### src/rtl/spm_hs_pkg.sv
// rtl/spm_hs_pkg.sv - shared state encoding and sizing helpers for spm_hs
package spm_hs_pkg;

  typedef enum logic [1:0] {
    IDLE,
    CALC,
    DONE
  } state_t;

  // the step counter must reach N+1, one past the last serial bit
  function automatic int cnt_w(input int n);
    return $clog2(n + 2);
  endfunction

endpackage

### src/rtl/spm_csa_cell.sv
// rtl/spm_csa_cell.sv - bit-serial carry-save adder cell with local sum and carry flops
module spm_csa_cell #(
  parameter bit TOP = 1'b0
) (
  input  logic clk,
  input  logic rst,
  input  logic clr,
  input  logic en,
  input  logic a,
  input  logic sin,
  output logic sout
);

  logic       c;
  logic       fb;
  logic [1:0] f;

  // the two's-complement top cell re-reads its own sum: arithmetic shift keeps the sign
  assign fb = TOP ? sout : sin;
  assign f  = {1'b0, a} + {1'b0, fb} + {1'b0, c};

  always_ff @(posedge clk or negedge rst) begin
    if (!rst) begin
      sout <= 1'b0;
      c    <= 1'b0;
    end else if (clr) begin
      sout <= 1'b0;
      c    <= 1'b0;
    end else if (en) begin
      sout <= f[0];
      c    <= f[1];
    end
  end

endmodule

### src/rtl/spm_hs.sv
// rtl/spm_hs.sv - handshaked serial-parallel multiplier, signed or unsigned per operation
module spm_hs
  import spm_hs_pkg::*;
#(
  parameter int XW = 32,
  parameter int YW = 32
) (
  input  logic            clk,
  input  logic            rst,
  input  logic            in_valid,
  output logic            in_ready,
  input  logic [XW-1:0]   x,
  input  logic [YW-1:0]   y,
  input  logic            is_signed,
  output logic            out_valid,
  input  logic            out_ready,
  output logic [XW+YW-1:0] p,
  output logic            busy
);

  localparam int N  = XW + YW;
  localparam int CW = cnt_w(N);
  localparam logic [CW-1:0] NC = CW'(N);

  state_t          state;
  logic [CW-1:0]   cnt;
  logic [XW:0]     xr;
  logic [YW-1:0]   ysh;
  logic            sgn;
  logic [N-1:0]    res;
  logic [XW:0]     a;
  logic [XW:0]     s;
  logic            accept;
  logic            step;

  assign accept = (state == IDLE) && in_valid;
  assign step   = (state == CALC) && (cnt < NC);
  assign a      = xr & {(XW + 1){ysh[0]}};
  assign p      = res;

  genvar i;
  for (i = 0; i < XW; i++) begin : g_cell
    spm_csa_cell #(.TOP(1'b0)) u_cell (
      .clk  (clk),
      .rst  (rst),
      .clr  (accept),
      .en   (step),
      .a    (a[i]),
      .sin  (s[i+1]),
      .sout (s[i])
    );
  end

  spm_csa_cell #(.TOP(1'b1)) u_top (
    .clk  (clk),
    .rst  (rst),
    .clr  (accept),
    .en   (step),
    .a    (a[XW]),
    .sin  (1'b0),
    .sout (s[XW])
  );

  always_ff @(posedge clk or negedge rst) begin
    if (!rst) begin
      state     <= IDLE;
      cnt       <= '0;
      xr        <= '0;
      ysh       <= '0;
      sgn       <= 1'b0;
      res       <= '0;
      in_ready  <= 1'b1;
      out_valid <= 1'b0;
      busy      <= 1'b0;
    end else begin
      case (state)
        IDLE: begin
          if (in_valid) begin
            xr       <= {is_signed & x[XW-1], x};
            ysh      <= y;
            sgn      <= is_signed;
            res      <= '0;
            cnt      <= '0;
            state    <= CALC;
            in_ready <= 1'b0;
            busy     <= 1'b1;
          end
        end
        CALC: begin
          cnt <= cnt + CW'(1);
          // y shifts out LSB first; past its width it repeats the sign bit or feeds zeros
          if (cnt < NC)
            ysh <= {sgn & ysh[YW-1], ysh[YW-1:1]};
          // the registered LSB sum lags the step by one edge
          if (cnt != '0)
            res <= {s[0], res[N-1:1]};
          if (cnt == NC) begin
            state     <= DONE;
            out_valid <= 1'b1;
          end
        end
        DONE: begin
          if (out_ready) begin
            state     <= IDLE;
            out_valid <= 1'b0;
            in_ready  <= 1'b1;
            busy      <= 1'b0;
          end
        end
        default: state <= IDLE;
      endcase
    end
  end

endmodule

### config.mk
export PLATFORM = sky130hd
export DESIGN_NAME = spm_hs
export DESIGN_NICKNAME = d
export VERILOG_FILES = /design/src/rtl/spm_hs_pkg.sv /design/src/rtl/spm_csa_cell.sv /design/src/rtl/spm_hs.sv
export SDC_FILE = /design/constraint.sdc
export NUM_CORES = 1
export LEC_CHECK = 0
export CORE_MARGIN = 5
export CORE_UTILIZATION = 68
export DETAILED_ROUTE_END_ITERATION = 16
export DONT_BUFFER_PORTS = 1
export PLACE_DENSITY = 0.84
export SLEW_MARGIN = 20
export SYNTH_ARGS = -nofsm -noshare
export SYNTH_HDL_FRONTEND = slang
export SYNTH_SLANG_ARGS = --single-unit
### constraint.sdc
create_clock -name clk -period 2.58 [get_ports clk]
set_clock_uncertainty 0.05 [all_clocks]
set_input_delay 0.258 -clock clk [delete_from_list [all_inputs] [get_ports clk]]
set_output_delay 0.258 -clock clk [all_outputs]
set_load 0.01 [all_outputs]
Word-level counts from Yosys, hierarchy flattened
Cells that the tools add are included.

Register bits: 208. Bits of input ports: 69. Output and inout bits: 67. Logic and storage cells: 321.

$add $sub $neg: 67. Order comparisons: 1. Eq/ne operators: 8. Multiplexer cells: 152. Bitwise logic cells: 3. Reduce and logical (&&, ||, !) cells: 15.

Operator list (count): 1-bit 2-to-1 mux (137); 64-bit 2-to-1 mux (2); 64-bit case mux with 2 select lines (1); 1-bit by 1-bit adder with 2-bit output (33); 2-bit by 1-bit adder with 2-bit output (33); 32-bit 2-to-1 mux (2); 32-bit case mux with 2 select lines (1); 33-bit AND (1); 3-bit AND reduction (5); 7-bit case mux with 2 select lines (1); 2-bit nonzero test (4); 7-bit by 1-bit adder with 7-bit output (second input constant) (1); 7-bit equality test (second input constant) (1); 7-bit < comparator (second input constant) (1); 7-bit 2-to-1 mux (1); 7-bit nonzero test (1); 2-bit 2-to-1 mux (3); 2-bit by 1-bit inequality test with 1-bit output (second input constant) (3); 1-bit case mux with 2 select lines (3); 2-bit case mux with 3 select lines (1); 2-bit inequality test (second input constant) (2); 2-bit AND reduction (2); 1-bit AND (2); 2-bit by 1-bit equality test with 1-bit output (second input constant) (1); 3 further kinds (4).

Longest topological paths before layout
Word-level depth: 5. Mapped depth: 7.

By module
From an unflattened synthesis, not the netlist that was laid out.

Cells, all modules: 789. Area, all modules: 9994.6 um^2.

Modules (own cells, without submodules): spm_hs (instances 1, cells an instance 558, area each 6774.0 um^2, seq. area each 3554.7 um^2); spm_csa_cell (instances 33, cells an instance 7, area each 97.6 um^2, seq. area each 50.0 um^2).

Worst setup path before layout
OpenSTA, ideal clock, no wires.

Kind: register -> register. Start point: reg cnt[0]. End point: reg res[10] (netlist: p[10]). Setup time: 121 ps. Data arrival time: 1463 ps. Data required time: 2409 ps. Setup slack: 946 ps. Stages on the path, launching flop included: 7. Path buffers: 1. Period minus slack after synthesis: 1634 ps. Cell sequence: dfrtp_1 inv_1 ha_1 nor3b_1 a21oi_2 buf_2 a22o_1.

Cells in the longest elaborated chain, start to end: 3.

Ends and longest elaborated chain: from (decl) (line spm_hs.sv:26) `logic [CW-1:0] cnt;`; from (signal assigned) (line spm_hs.sv:90) `cnt <= cnt + CW'(1);`; 7-bit nonzero test (line spm_hs.sv:95) `if (cnt != '0)`; 2-bit by 1-bit inequality test with 1-bit output (no line); 3-bit AND reduction (no line); to (signal assigned) (line spm_hs.sv:96) `res <= {s[0], res[N-1:1]};`; to (decl) (line spm_hs.sv:30) `logic [N-1:0] res;`.

No other way between the ends. A chain may end at the register's enable or synchronous reset.

Worst setup path in the final report
Start point: reg cnt[1]. End point: reg res[11] (netlist: p[11]).

Same word-level chain as after synthesis.

==> flow_summary.ini <==
[run_status]
status = complete, but fails checks
violations = hold timing

[floorplan]
die-area_um2 = 15400
num_io_pins = 136
start_util = 0.6988
fp.dieH_um = 124.1
die_w_um = 124.1
core_area_um2 = 12670
rows = 41

[finish]
postLayoutCoreUtil = 0.8188
antenna_cells = 0
drive_gt1_frac = 0.07347
nets = 892
area_delta_synth_final_pct = 17.17
fin_area_um2 = 10380

[placement]
gp_congestion = 0.8216
portBuffers = 0
postPlaceCellArea_um2 = 8936
place_hpwl_um = 10980

[detailed_routing]
ant_nets = 0
routed_via_density = 6.388
top_layer = met4
dr.first_iter.drc_count = 727
drcViolationCount = 0
wl_met2_um = 10240
wl_met1_um = 7677
vias = 6228
wl_met3_um = 1611
wl_per_cell_um = 20.50
drt_first_pass_iters = 5
wirelength_um = 19990

[yosys]
synth.area.top_cells = dfrtp_1, a22o_1, fa_1
synthFlopType = dfrtp_1
async_flop_share = 1.000
yosysWarnings = 0
seq_area_frac_synth = 0.5880
synth_top_area_frac = 0.5850
syn_nets = 847
ys_top_cells_by_count = dfrtp_1, nand2_1, a22o_1
synth_area_leader_cell = dfrtp_1
synth_edf_count = 0
ys_types = 42
synthesis.area_um2 = 8855
synth_most_common_cell = dfrtp_1
synth_area_per_cell_um2 = 11.92
syn_inst = 743
ys_ff_latch = 208

[worst_setup_path]
cp_slowest_stage_delay_ns = 0.52
worst-endpoint-required_ns = 2.90
endpoint_kind = flop
slowest_stage = nor3b_1
cp_data_arrival_time_ns = 2.44
crit_chain = inv_1 > ha_1 > nor3b_1 > a21oi_4 > buf_4 > a22o_1
startpoint_type = flop
path_class = flop to flop
cp_max_fo = 64

[clocking]
htreeDepth = 1
cts_tree = built
clk_latency_ns = 0.49
cts-root-buf = clkbuf_16
clk_pin_slew_worst_paths_ns = 0.06
cts_hold_buf = 67
clk_path_buf_depth = 3
cts_num_sinks = 208
cts_buffers = 21

[global_routing]
grt_usage = 0.2655
overflow = 0
grt_max_degree = 209
antenna_found_initial = 0
first_global_vias = 6372
grt_pass1_wl_um = 32310

[pwr]
power.switching_mw = 4.638
power_mw = 13.42
pwr-share-seq = 0.430
p_int_mw = 8.778
swShare = 0.3457
p_clk_frac = 0.247
ir_worst_vdd_v = 0.0009210
power_leakage_nw = 4.804
p_per_area_nw_per_um2 = 1293
p_comb_frac = 0.323

[timing]
max_slew_margin = 0.4913
whs_ns = -0.5810
max_freq_mhz = 472.3
tns_ns = 0
finalSetupViolCount = 0
finalCritPeriodShare = 0.8207
hold_viol = 208
worst_slew_pin_slew_ns = 0.7602
slew_violations = 0
period_needed_ns = 2.117
rsz0062_at_grt = false

[run]
cap_violations = 0

[hold_path]
hold_path_class = input pin to asynchronous set/reset pin
## layer usage
layer | global-route usage | up-vias
met3 | 0.05132 | 48
met5 | 0 | -
met1 | 0.3648 | 3170
li1 | - | 2703
met4 | 0.07734 | 0
met2 | 0.4389 | 307
## cell families (layout without fill, tap and decap cells)
logic type | after synthesis | count (layout) | share of synthesized area
AND/OR/NAND/NOR | 251 | 251 | 0.1260
flip-flops | 208 | 208 | 0.5880
buffers and inverters | 64 | 124 | 0.03801
adder cells (fa/ha/maj) | 35 | 35 | 0.07743
XOR/XNOR | 1 | 1 | 0.0009893
multiplexers | 2 | 2 | 0.002402
AO/OA/AOI/OAI | 182 | 182 | 0.1672
## final cells by class
type | instances | area [um^2]
Tap cell | 172 | 215.2
Inverter | 6 | 22.52
Clock buffer | 24 | 546.8
Timing Repair Buffer | 80 | 818.3
Clock inverter | 14 | 214.0
Fill cell | 667 | 2296
Multi-Input combinational cell | 471 | 3352
Sequential cell | 208 | 5206
## through the flow
step,setup slack (ns),std cells,hold WS (ns)
2_1_floorplan,0.9465,743,-0.08759
3_3_place_gp,0.5773,870,-0.07848
3_5_place_dp,0.4399,870,-0.07761
4_1_cts,0.4226,975,-0.5994
5_1_grt,0.3935,975,-0.6002
6_report,0.4625,975,-0.5810
## worst max-delay path, delay by kind of cell, from the launching register on
kind	cells	cell delay, ns
buffers and inverters	2	0.43
AO/OA/AOI/OAI	2	0.41
flip-flops	1	0.42
AND/OR/NAND/NOR	1	0.52
adder cells (fa/ha/maj)	1	0.15
## worst paths after layout
check                              startpoint  cells after the start  slack [ns]                    to
setup / recovery           cnt[1]$_DFFE_PN0P_                      6        0.46     p[11]$_DFFE_PN0P_
hold / removal                            rst                      0       -0.58    xr[20]$_DFFE_PN0P_
setup reg to reg           cnt[1]$_DFFE_PN0P_                      6        0.46     p[11]$_DFFE_PN0P_
hold reg to reg            xr[18]$_DFFE_PN0P_                      2        0.42    xr[18]$_DFFE_PN0P_
max in group asynchronous                 rst                      0        2.78  in_ready$_DFFE_PN1P_
min in group clk                     in_valid                      3        0.24    cnt[2]$_DFFE_PN0P_
## power groups by stage
| stage | clock, mW | sequential [mW] | combinational (mW) |
|---|---|---|---|
| final | 3.32 | 5.77 | 4.33 |
| after CTS | 3.37 | 5.75 | 4.28 |
| after detailed placement | 0 | 5.76 | 4.12 |
| after global routing | 3.50 | 5.92 | 4.85 |
| after floorplan | 0 | 5.46 | 3.38 |
| after global placement | 0 | 5.70 | 3.80 |
## layout by cell type (no fill, tap or decap), drive strengths merged, types with 2 or more instances in the layout
cell type	instances
a21oi	5
a22o	132
a31oi	31
and2	33
buf	13
bufinv	5
clkbuf	24
clkinv	5
clkinvlp	3
dfrtp	207
dlygate4sd3	67
fa	33
ha	2
inv	7
nand2	167
nand2b	4
nand3	3
nor2	4
nor3	32
nor3b	3
o21ai	4
## sequential cells by signal, indices dropped and copies added (netlist names), 2 cells and up
register and flops:
g_cell.u_cell.sout 32, p 64, ysh 32, g_cell.u_cell.c 32, state 2, xr 33
cnt 7
## repair_timing
item	4_1_cts	5_1_grt
resized for setup	0	0
hold endpoints to repair	278	208
setup buffers	0	0
(Power assumes the default switching activity.)
